## config.mk

```make
export PLATFORM = sky130hd
export DESIGN_NAME = temp_display_ctrl
export DESIGN_NICKNAME = d
export VERILOG_FILES = /design/src/rtl/temp_display_ctrl.sv
export SDC_FILE = /design/constraint.sdc
export NUM_CORES = 1
export LEC_CHECK = 0
export ABC_CLOCK_PERIOD_IN_PS = 1900
export BUFFER_PORTS_ARGS = -buffer_cell sky130_fd_sc_hd__buf_2
export CORE_UTILIZATION = 50
export DETAILED_ROUTE_END_ITERATION = 16
export PLACE_DENSITY = 0.72
export SETUP_SLACK_MARGIN = 0.5
export SYNTH_ARGS = -nofsm -noshare
export SYNTH_HDL_FRONTEND = slang
export SYNTH_SLANG_ARGS = --single-unit
```

## constraint.sdc

```tcl
create_clock -name clk -period 1.9 [get_ports clk]
set_input_delay 0.38 -clock clk [delete_from_list [all_inputs] [get_ports clk]]
set_output_delay 0.38 -clock clk [all_outputs]
set_load 0.1 [all_outputs]
```

## src/rtl/temp_display_ctrl.sv

```systemverilog
// Binary sample -> hundreds/tens/ones digit codes by repeated subtraction. Each digit commits on a frame boundary, h+t+2 cycles after the sample is accepted.
// One sample is handled at a time; temp_valid outside IDLE is dropped and flagged on overrun. Digits fall back to STALE_CODE when too many frames pass without a commit.
module temp_display_ctrl #(
  parameter int         IN_W         = 10,
  parameter int         MAX_VALUE    = 999,
  parameter int         STALE_FRAMES = 60,
  parameter logic [3:0] STALE_CODE   = 4'd10
) (
  input  logic            clk,
  input  logic            reset,
  input  logic [IN_W-1:0] temp_in,
  input  logic            temp_valid,
  input  logic            frame_start,
  output logic            in_ready,
  output logic            overrun,
  output logic            stale,
  output logic [3:0]      temp_value_100,
  output logic [3:0]      temp_value_10,
  output logic [3:0]      temp_value_1
);

  localparam int              CNT_W    = (STALE_FRAMES > 0) ? $clog2(STALE_FRAMES + 1) : 1;
  localparam logic [CNT_W-1:0] CNT_MAX  = CNT_W'(STALE_FRAMES);
  localparam logic [CNT_W-1:0] CNT_LAST = CNT_MAX - 1'b1;
  localparam logic [IN_W-1:0]  MAX_V    = IN_W'(MAX_VALUE);
  localparam logic [IN_W-1:0]  C100     = IN_W'(100);
  localparam logic [IN_W-1:0]  C10      = IN_W'(10);

  typedef enum logic [1:0] {IDLE, CONV_H, CONV_T, WAIT_FRAME} state_t;

  state_t           state_q;
  logic [IN_W-1:0]  rem_q;
  logic [3:0]       h_q, t_q, o_q;
  logic [3:0]       dig100_q, dig10_q, dig1_q;
  logic [CNT_W-1:0] frame_cnt_q;
  logic             overrun_q;
  logic             stale_q;
  logic             commit;
  logic             frame_counts;

  assign commit       = (state_q == WAIT_FRAME) && frame_start;
  assign frame_counts = frame_start && !commit && (STALE_FRAMES != 0) && (frame_cnt_q != CNT_MAX);

  always_ff @(posedge clk or posedge reset) begin
    if (reset) begin
      state_q     <= IDLE;
      rem_q       <= '0;
      h_q         <= '0;
      t_q         <= '0;
      o_q         <= '0;
      dig100_q    <= STALE_CODE;
      dig10_q     <= STALE_CODE;
      dig1_q      <= STALE_CODE;
      frame_cnt_q <= '0;
      overrun_q   <= 1'b0;
      stale_q     <= 1'b1;
    end else begin
      overrun_q <= temp_valid && (state_q != IDLE);

      case (state_q)
        IDLE: begin
          if (temp_valid) begin
            rem_q   <= (temp_in > MAX_V) ? MAX_V : temp_in;
            h_q     <= '0;
            t_q     <= '0;
            state_q <= CONV_H;
          end
        end
        CONV_H: begin
          if (rem_q >= C100) begin
            rem_q <= rem_q - C100;
            h_q   <= h_q + 4'd1;
          end else begin
            state_q <= CONV_T;
          end
        end
        CONV_T: begin
          if (rem_q >= C10) begin
            rem_q <= rem_q - C10;
            t_q   <= t_q + 4'd1;
          end else begin
            o_q     <= rem_q[3:0];
            state_q <= WAIT_FRAME;
          end
        end
        WAIT_FRAME: begin
          if (frame_start) begin
            dig100_q <= h_q;
            dig10_q  <= t_q;
            dig1_q   <= o_q;
            stale_q  <= 1'b0;
            state_q  <= IDLE;
          end
        end
        default: state_q <= IDLE;
      endcase

      // Stale timer: a commit clears it, any other frame advances it (saturating).
      if (commit) begin
        frame_cnt_q <= '0;
      end else if (frame_counts) begin
        frame_cnt_q <= frame_cnt_q + 1'b1;
        if (frame_cnt_q == CNT_LAST) begin
          dig100_q <= STALE_CODE;
          dig10_q  <= STALE_CODE;
          dig1_q   <= STALE_CODE;
          stale_q  <= 1'b1;
        end
      end
    end
  end

  assign in_ready       = (state_q == IDLE);
  assign overrun        = overrun_q;
  assign stale          = stale_q;
  assign temp_value_100 = dig100_q;
  assign temp_value_10  = dig10_q;
  assign temp_value_1   = dig1_q;

endmodule

```

==> results of run 1 <==
## cells in the final DEF (no fill, tap or decap), drive strengths merged, types with 3 or more instances in the layout
cell type	instances
nand4	5
a21boi	3
nor3	4
nand3	16
o21a	4
o21ai	23
dfstp	7
ha	13
dfrtp	37
buf	98
nor2b	5
mux2	7
a31oi	6
mux2i	7
inv	13
nor2	19
or3	3
o31ai	7
clkbuf	5
nand2	47
a21oi	8
and2	5
## final timing paths
kind	from	depth (start not counted)	endpoint
min in group clk	temp_valid	2	overrun$_DFF_PP0_
max in group asynchronous	reset	3	rem_q[5]$_DFFE_PP0P_
hold reg to reg	o_q[0]$_DFFE_PP0P_	2	temp_value_1[0]$_DFF_PP0_
setup reg to reg	rem_q[2]$_DFFE_PP0P_	8	rem_q[9]$_DFFE_PP0P_
hold / removal	reset	3	temp_value_10[0]$_DFF_PP0_
setup / recovery	rem_q[2]$_DFFE_PP0P_	8	rem_q[9]$_DFFE_PP0P_
## worst max-delay path: cells and delay by family (launching register included)
kind | cells | cell delay (ps)
flops | 1 | 470
buf+inv | 2 | 320
compound gates | 2 | 220
fa+ha+maj | 1 | 170
mux | 1 | 290
simple gates | 2 | 340
## area by class of cell
class,instances,area share (%)
multi-input combinational,215,44.88
timing repair buffer,98,21.98
sequential,44,27.36
inverter,14,1.353
clock buffer,5,1.691
clock inverter,3,0.5841
tap,70,2.152
## per-stage QoR
stage / setup TNS [ps] / power [uW] / std cells / utilization [%] / hold WS (ps)
after CTS: -0.7516 / 7719 / 436 / 75.39 / 227.4
after global placement: -78.08 / 5848 / 407 / 61.79 / 443.7
final: -136.5 / 8437 / 449 / 80.20 / 215.5
after detailed placement: -684.0 / 5945 / 407 / 61.79 / 451.9
after floorplan: -346.0 / 4818 / 286 / - / 433.1
after global routing: -582.4 / 8854 / 449 / 80.20 / 272.7
## state kept, by name, indices dropped and copies added (netlist names)
signal / flops
rem_q: 10
overrun: 1
temp_value_1: 4
t_q: 4
o_q: 4
temp_value_100: 4
stale: 1
temp_value_10: 4
frame_cnt_q: 6
h_q: 4
state_q: 2
## logic make-up after synthesis
family	synth area share, %
buf+inv	4.289
mux	5.672
flops	42.28
compound gates	19.92
xor+xnor	1.335
fa+ha+maj	6.197
simple gates	20.31
## routing by layer
metal	global-route usage (%)	up-vias	wire length (um)
met1	34.47	1343	3592
met5	0	-	0
met2	48.95	71	4435
met3	4.201	16	286
li1	-	1217	-
met4	11.95	0	164
## where the power goes
part	leakage [uW]	switching [uW]	internal (uW)	total, uW
logic	0.00123	3250	2790	6030
registers	0.000546	428	1360	1780
clock network	0.0000404	357	261	618
total	0.00181	4030	4410	8440
## repair_timing
action	CTS	global route
setup endpoints to repair	51	51
gates cloned	0	0
pin swaps	23	14
gates resized for setup	125	34
setup buffers	21	13
==> run metrics, run 1 <==
outcome complete, but fails checks; violated checks negative setup slack; Distinct cells, synth 57; ys flop type dfrtp_1; Root Buffer clkbuf_8; total number of H-tree levels 2; Final Cycle Share 101.3%; first-pass GRT wire length 11,930 um; CP Data Required Time 2100 ps; Clock Pin Slew Worst Setup and Hold Paths approximately 90 ps; Arrival @ worst endpoint roughly 2100 ps; Antenna Violating Nets Remaining 0; CTS Buf Count 5; Yosys warning count 0; I/O Pins 29; pre-CTS setup slack -92.06 ps; R2R Setup Slk -30 ps; Max Fclk around 520 MHz; IO buf count 28; Final Setup Violations 6; die width 74.46 um; total track usage between 20 and 30%; Post-synth EDFFs 0; syn avg cell area a little over 9 um^2; Reg area approximately 1100 um^2; slew margin rel. 61.44%; final wirelength between 8000 and 9000 um; Crit Path Max Fanout 7; startpoint types flip-flop; DP HPWL around 4400 um; Max VDD drop around 0.0011 V; total number of vias ~2,600; initial core utilization 51.73%; post-route setup slack -25.49 ps; Leak Pwr 0.001814 uW; Period minus WS final ~1900 ps; via/cell ratio between 5 and 6; DRC 0; Die Y 74.46 um; WS Path Type flip-flop to flip-flop; hold_buf cts 0; syn nets ~310; unrepaired setup endpoints after global routing true; first-pass iteration count of the detailed router 4; initial antenna violation count 0; Seq cells post-synth 44; max cap viols 0; CTS tree yes; Commonest cells post-synth nand2_1 (46), dfrtp_1 (37), o21ai_0 (22); post-place instance area between 3000 and 4000 um^2; Gate Count Post-Synth ~290; clock sinks 44; synthesized cell area around 2600 um^2; dominant cell type by area after synthesis dfrtp_1; slew at the pin with the worst max-slew slack 578.4 ps; P&R area growth vs syn 55.05%; PwrDens around 2100 nW/um^2; standard-cell row count 26; Setup crit end kind flip-flop; sequential area share after synthesis a little over two fifths; Diodes inserted 0; final hold vios 0; largest net degree at the start of global routing 45; Starting DRT DRC Count approximately 160; max-slew violations 0; worst skew pair latency 300 ps; fraction of layout cells with a size suffix above 1 roughly half; ys async rst share 100.0%; DR WL/cell 18.88 um; top area cells in the synthesized netlist dfrtp_1 (35%), dfstp_2 (7.0%), nand2_1 (6.6%), ha_1 (6.2%), o21ai_0 (4.2%); Clock Path Buffers 2; post-route cell area 4070 um^2; Die ar. about 5500 um^2; worst stage delay on the critical path 470 ps; top cell type's share of synthesized area a little over a third; area of the multi-input gates around 1800 um^2; CORE AREA between 5000 and 6000 um^2; vias in the first global route between 2,000 and 3,000; fin nets around 410; hold crit path type input pin to asynchronous set/reset pin; crit-path cells buf_6, ha_4, a21oi_4, nand4_1, nand2_2, a31oi_4, buf_12, mux2_4; RD Place Congestion around 0.90; Fillers 308; Layout Skew roughly 2.7 ps; slowest CP cell dfrtp_2; most frequent cell after synthesis nand2_1; total grt overflow 0
No activity file was read; power rests on OpenSTA's default activity.
==> run 2: changes to the inputs <==
--- a/config.mk
+++ b/config.mk
@@ -13,2 +13,3 @@
 export SETUP_SLACK_MARGIN = 0.5
+export SLEW_MARGIN = 10
 export SYNTH_ARGS = -nofsm -noshare
==> constraint.sdc (replaced) <==
create_clock -name clk -period 1.9 [get_ports clk]
set_input_delay 0.095 -clock clk [delete_from_list [all_inputs] [get_ports clk]]
set_output_delay 0.095 -clock clk [all_outputs]
set_load 0.1 [all_outputs]
==> run 2 against run 1 <==
Power decreased by 0.61%; the run still ends with negative setup slack left; sequential share of layout area rose by 0.36 points; final area is 1.2% lower; critical path type unchanged; worst hold slack got worse by 150 ps; critical endpoint unchanged; largest cell class unchanged; critical path depth unchanged.
==> run metrics, run 2 (synthesis gave the netlist of run 1 again) <==
outcome complete, but fails checks; violated checks negative setup slack; delay-heaviest family, CP buffers and inverters; Max Fclk 494.3 MHz (-4.8%); Final Power 8385 uW (-0.61%); max-slew violations 0 (unchanged); post-place instance area 3136 um^2 (unchanged); CORE AREA 5075 um^2 (unchanged); Antenna Violating Nets Remaining 0 (unchanged); post-route cell area 4021 um^2 (-1.2%); Hold Slack 68.70 ps (-146.8 ps); slew margin rel. 62.61% (+1.2 points); die width 74.46 um (unchanged); max cap viols 0 (unchanged); Period minus WS final 2023 ps (+97.69 ps); Setup crit end kind flip-flop; Leak Pwr 0.001827 uW (+0.69%); Fillers 336 (+9.1%); fin nets 411 (+1.5%); final hold vios 0 (unchanged); total number of vias 2,627 (-0.76%); Clock Path Buffers 2 (unchanged); Arrival @ worst endpoint 2220 ps (+100 ps); startpoint types flip-flop; P&R area growth vs syn 53.19%; initial core utilization 51.73% (unchanged); commonest non-fill, non-tap cell in the layout buf_4; clock sinks 44 (unchanged); unrepaired setup endpoints after global routing true; CP Data Required Time 2100 ps (about the same); P_int 4375 uW (-0.69%); standard-cell row count 26 (unchanged); Max VDD drop 0.001306 V (+18%); commonest cells after routing, fill and taps aside buf_4 (52), nand2_1 (38), dfrtp_1 (33), buf_2 (26), buf_6 (21); WS Path Type flip-flop to flip-flop; total grt overflow 0 (unchanged); post-route setup slack -123.2 ps (-97.69 ps); largest net degree at the start of global routing 45 (unchanged); Diodes inserted 0 (unchanged); setup_tns -871.1 ps (-734.6 ps); Hold Startpoint temp_valid; hold crit path type input pin to flip-flop; DRC 0 (unchanged); first-pass GRT wire length 11,340 um (-4.9%); initial antenna violation count 0 (unchanged); total track usage 26.88% (-1.2 points); RD Place Congestion 0.9009 (unchanged); Crit Path Max Fanout 7 (unchanged); Switching Power 4010 uW (-0.52%); max reg flops 10 (unchanged); Starting DRT DRC Count 114 (-28%); share of total power in sequential cells 20.8% (-0.4 points); Clock power frac 7.4% (about the same); worst skew pair latency 300 ps (about the same); slew at the pin with the worst max-slew slack 560.9 ps (-17.52 ps); worst stage delay on the critical path 410 ps (-60 ps); biggest regs rem_q: 10 flops, frame_cnt_q: 6 flops; Root Buffer clkbuf_8; crit-path cells inv_2, ha_4, nor4b_4, nand4_1, buf_4, a31oi_4, buf_12, mux2_4; IO buf count 28 (unchanged); r2r startpoint rem_q[1]$_DFFE_PP0P_; pre-CTS setup slack -92.06 ps (unchanged); Clock Pin Slew Worst Setup and Hold Paths 90 ps (about the same); switching portion of total power 47.82% (about the same); final wirelength 7886 um (-7.0%); Buf/Inv on CP 3 (+1); PwrDens 2085 nW/um^2 (+0.59%); Layout Skew 4.937 ps (+2.248 ps); Final Setup Violations 11 (+5); Worst Setup SP rem_q[1]$_DFFE_PP0P_; CTS Buf Count 5 (unchanged); Die Y 74.46 um (unchanged); DP HPWL 4423 um (unchanged); total number of H-tree levels 2 (unchanged); I/O Pins 29 (unchanged); combinational fraction of design power 71.8% (+0.3 points); slowest CP cell dfrtp_1; vias in the first global route 2,436 (-5.2%); first-pass iteration count of the detailed router 4 (unchanged); Die ar. 5544 um^2 (unchanged); CTS tree yes; fraction of layout cells with a size suffix above 1 52.21% (+1.5 points); via/cell ratio 5.774 (-2.1%); DR WL/cell 17.33 um (-8.2%); largest reg by FF count rem_q; Final Cycle Share 106.5% (+5.1 points)
[run 2: cell types whose count changed in the layout (fill, tap and decap cells not counted), sizes merged]
cell | before | now
buf | 98 | 102
clkbuf | 5 | 6
dlygate4sd3 | 0 | 1
[run 2: timing repair]
action                                  4_1_cts  5_1_grt
setup buffers                                20       19
endpoints found under the setup margin       37       44
hold endpoints to repair                     37        0
pin swaps                                    23       22
hold buffers                                  1        0
resized for setup                            87       44
[run 2: power groups by stage]
stage	Combinational [uW]	Sequential, uW	Clock, uW
after global placement	4180	1670	0
after global routing	6390	1790	656
after CTS	5110	1720	620
after detailed placement	4260	1680	0
after floorplan	2420	2400	0
final	6020	1750	621
[run 2: final timing paths]
kind                                         endpoint  slack [ps]  cells past startpoint
min                                 overrun$_DFF_PP0_          70                      2
min in group asynchronous  frame_cnt_q[2]$_DFFE_PP0P_         470                      4
max in group asynchronous        rem_q[4]$_DFFE_PP0P_        1020                      4
min reg2reg                           stale$_DFF_PP1_         480                      2
max reg2reg                      rem_q[9]$_DFFE_PP0P_        -120                      8
max                              rem_q[9]$_DFFE_PP0P_        -120                      8
[run 2: metrics by stage]
| stage | utilization, % | cells |
|---|---|---|
| final | 79.24 | 455 |
| after global routing | 79.24 | 455 |
| after CTS | 72.78 | 436 |
| after detailed placement | 61.79 | 407 |
| after global placement | 61.79 | 407 |
| after floorplan | - | 286 |
[run 2: cell type report]
class,instances,area (um^2),area share [%]
multi-input cells,215,1842,45.80
flip-flops and latches,44,1115,27.72
repair buffers,104,829.5,20.63
well taps,70,87.58,2.178
clock buffers,5,68.82,1.711
inverters,14,55.05,1.369
clock inverters,3,23.77,0.5912
[run 2: per-layer routing]
layer	track usage, %	part of all wire (%)
met5	0	0
met4	11.11	2.5
met1	33.93	43
met2	45.75	51
met3	4.201	3.7
==> run 3: changes to the inputs <==
- ABC_AREA: not set -> 1
- HOLD_SLACK_MARGIN: not set -> 0.1
==> run 3 against run 2 <==
The flow now finishes without violations; count of clock-buffer cells in the layout stayed put; critical path depth grew 2; die area is 2.7% higher; worst hold slack improved by 41 ps; area after synthesis up 2.8%; sequential share of layout area rose by 2.6 points; final cell count grew 8.6%; fmax rose by 27%; sequential cell count did not move.
==> run metrics, run 3 <==
biggest regs rem_q: 10 flops, frame_cnt_q: 6 flops; Starting DRT DRC Count 144 (+26%); Reg-to-Reg End rem_q[8]$_DFFE_PP0P_; via/cell ratio 5.358 (-7.2%); WS Path Type flip-flop to flip-flop; max reg flops 10 (unchanged); P&R area growth vs syn 36.50%; RD Place Congestion 0.9544 (+5.9%); clock sinks 44 (unchanged); compound-gate portion of the synthesized area 8.395% (-12 points); setup_tns 0 ps (+871.1 ps); IO buf count 28 (unchanged); largest net degree at the start of global routing 24 (-47%); Clock Path Buffers 2 (unchanged); synthesized cell area 2698 um^2 (+2.8%); Seq cells post-synth 44 (unchanged); Hold Crit Endpoint rem_q[6]$_DFFE_PP0P_; R2R Setup Slk 310 ps (+430 ps); commonest non-fill, non-tap cell in the layout nand2_1; slew margin rel. 44.04% (-19 points); total number of H-tree levels 2 (unchanged); die width 75.45 um (+1.3%); first-pass iteration count of the detailed router 5 (+1); Diodes inserted 0 (unchanged); top cell type's share of synthesized area 34.32% (-0.95 points); max-slew violations 0 (unchanged); fraction of layout cells with a size suffix above 1 39.39% (-13 points); Commonest cells post-synth nand2_1 (99), nand3_1 (50), dfrtp_1 (37), inv_1 (37), nor2_1 (25); Die ar. 5693 um^2 (+2.7%); ys async rst share 100.0% (unchanged); Layout Skew 7.716 ps (+2.779 ps); hold crit path type input pin to flip-flop; multiplexer share of the synthesized area 0% (-5.7 points); Antenna Violating Nets Remaining 0 (unchanged); Distinct cells, synth 34 (-40%); Die Y 75.45 um (+1.3%); outcome finished clean; startpoint types flip-flop; I/O Pins 29 (unchanged); initial antenna violation count 0 (unchanged); Root Buffer clkbuf_8; top area cells in the synthesized netlist dfrtp_1 (34%), nand2_1 (14%), nand3_1 (9.3%), dfstp_2 (6.8%), ha_1 (6.0%); initial core utilization 52.48% (+0.76 points); vias in the first global route 2,406 (-1.2%); Yosys warning count 0 (unchanged); CORE AREA 5140 um^2 (+1.3%); syn nets 376 (+20%); Post-Synth XOR/XNOR Area 1.623% (+0.29 points); slew at the pin with the worst max-slew slack 834.3 ps (+273.4 ps); DP HPWL 4395 um (-0.64%); Period minus WS final 1591 ps (-431.9 ps); Final Cycle Share 83.75% (-23 points); commonest cells after routing, fill and taps aside nand2_1 (84), nand3_1 (43), buf_4 (33), dfrtp_1 (31), buf_2 (27); Clock Pin Slew Worst Setup and Hold Paths 90 ps (about the same); fin nets 450 (+9.5%); syn avg cell area 7.729 um^2 (-16%); CTS tree yes; standard-cell row count 26 (unchanged); DRC 0 (unchanged); final wirelength 6991 um (-11%); most frequent cell after synthesis nand2_1; r2r worst-path depth 10 (+2); hold-critical path depth 4 (+2); Max Fclk 628.4 MHz (+27%); Setup crit end kind flip-flop; total grt overflow 0 (unchanged); CTS Buf Count 5 (unchanged); Synth Area in Adders 6.030% (-0.17 points); simple logic cell fraction of the synthesized area 35.44% (+15 points); CP Data Required Time 2100 ps (about the same); Arrival @ worst endpoint 1790 ps (-430 ps); Hold Startpoint temp_in[6]; Post-synth EDFFs 0 (unchanged); r2r startpoint rem_q[1]$_DFFE_PP0P_; final hold vios 0 (unchanged); Crit Path Max Fanout 8 (+1); Fillers 377 (+12%); worst skew pair latency 300 ps (about the same); main combinational cell family by area after synthesis simple AND/OR/NAND/NOR gates; max cap viols 0 (unchanged); ys flop type dfrtp_1; sequential area share after synthesis 41.14% (-1.1 points); largest reg by FF count rem_q; dominant cell type by area after synthesis dfrtp_1; total number of vias 2,647 (+0.76%); unrepaired setup endpoints after global routing true; Gate Count Post-Synth 349 (+22%); Final Setup Violations 0 (-11); total track usage 25.75% (-1.1 points); DR WL/cell 14.15 um (-18%); first-pass GRT wire length 11,050 um (-2.6%)
run 3: routing by layer:
| layer | share of wire, % | track usage [%] | vias to the layer above |
|---|---|---|---|
| met4 | 3.0 | 7.613 | 0 |
| met1 | 45 | 32.33 | 1248 |
| li1 | - | - | 1284 |
| met3 | 3.2 | 4.233 | 31 |
| met2 | 49 | 45.63 | 84 |
| met5 | 0 | 0 | - |
run 3: worst max-delay path: stages (launching register included):
cell and delay, ps:
dfrtp_1 410, buf_4 140, buf_4 130, nand2_4 70, nand2_4 60, nor2_4 120, nand3_4 140, nand3_4 200
nand2_4 110, nand3_2 80, nand2_2 40
run 3: cell families after synthesis:
| logic type | count (synthesis) |
|---|---|
| flops | 44 |
| compound gates | 39 |
| xor+xnor | 5 |
| fa+ha+maj | 13 |
| simple gates | 200 |
| buf+inv | 48 |
run 3: worst max-delay path by stage:
stage / startpoint / end / slack [ps] / cells past startpoint
floorplan: rem_q[2]$_DFFE_PP0P_ / rem_q[3]$_DFFE_PP0P_ / 310 / 11
global placement: rem_q[2]$_DFFE_PP0P_ / state_q[1]$_DFFE_PP0P_ / 190 / 11
detailed placement: rem_q[2]$_DFFE_PP0P_ / state_q[1]$_DFFE_PP0P_ / 150 / 11
CTS: rem_q[3]$_DFFE_PP0P_ / state_q[1]$_DFFE_PP0P_ / 330 / 11
global route: rem_q[2]$_DFFE_PP0P_ / state_q[1]$_DFFE_PP0P_ / 210 / 11
finish: rem_q[1]$_DFFE_PP0P_ / rem_q[8]$_DFFE_PP0P_ / 310 / 10
run 3: area by class of cell:
class | instances | area, um^2 | area share, %
inverter | 40 | 161.4 | 4.383
timing repair buffer | 73 | 534.3 | 14.51
clock buffer | 5 | 68.82 | 1.869
multi-input combinational | 259 | 1667 | 45.26
sequential | 44 | 1117 | 30.34
clock inverter | 3 | 46.29 | 1.257
tap | 70 | 87.58 | 2.379
run 3: through the flow:
stage          util (%)  cells  hold slack, ps  instance area (um^2)  worst slack [ps]
2_1_floorplan         -    349           196.0                  2814             311.2
3_3_place_gp      59.03    444           191.8                  3034             194.4
3_5_place_dp      59.03    444           193.5                  3034             149.9
4_1_cts           67.62    483           110.6                  3476             327.2
5_1_grt           71.64    494           121.3                  3682             211.1
6_report          71.64    494           110.1                  3682             308.7
run 3: what timing repair did:
item                                   CTS  global route
setup buffers                           25            11
gates resized for setup                 27            32
endpoints found under the hold margin   19             0
gates cloned                             2             0
pin swaps                               16            10
hold buffers                             4             0
setup endpoints to repair               43            44
Power of run 3 is left out: the tool's default activity adds up to more than one toggle a clock period on the data nets, which glitch-free logic cannot reach.
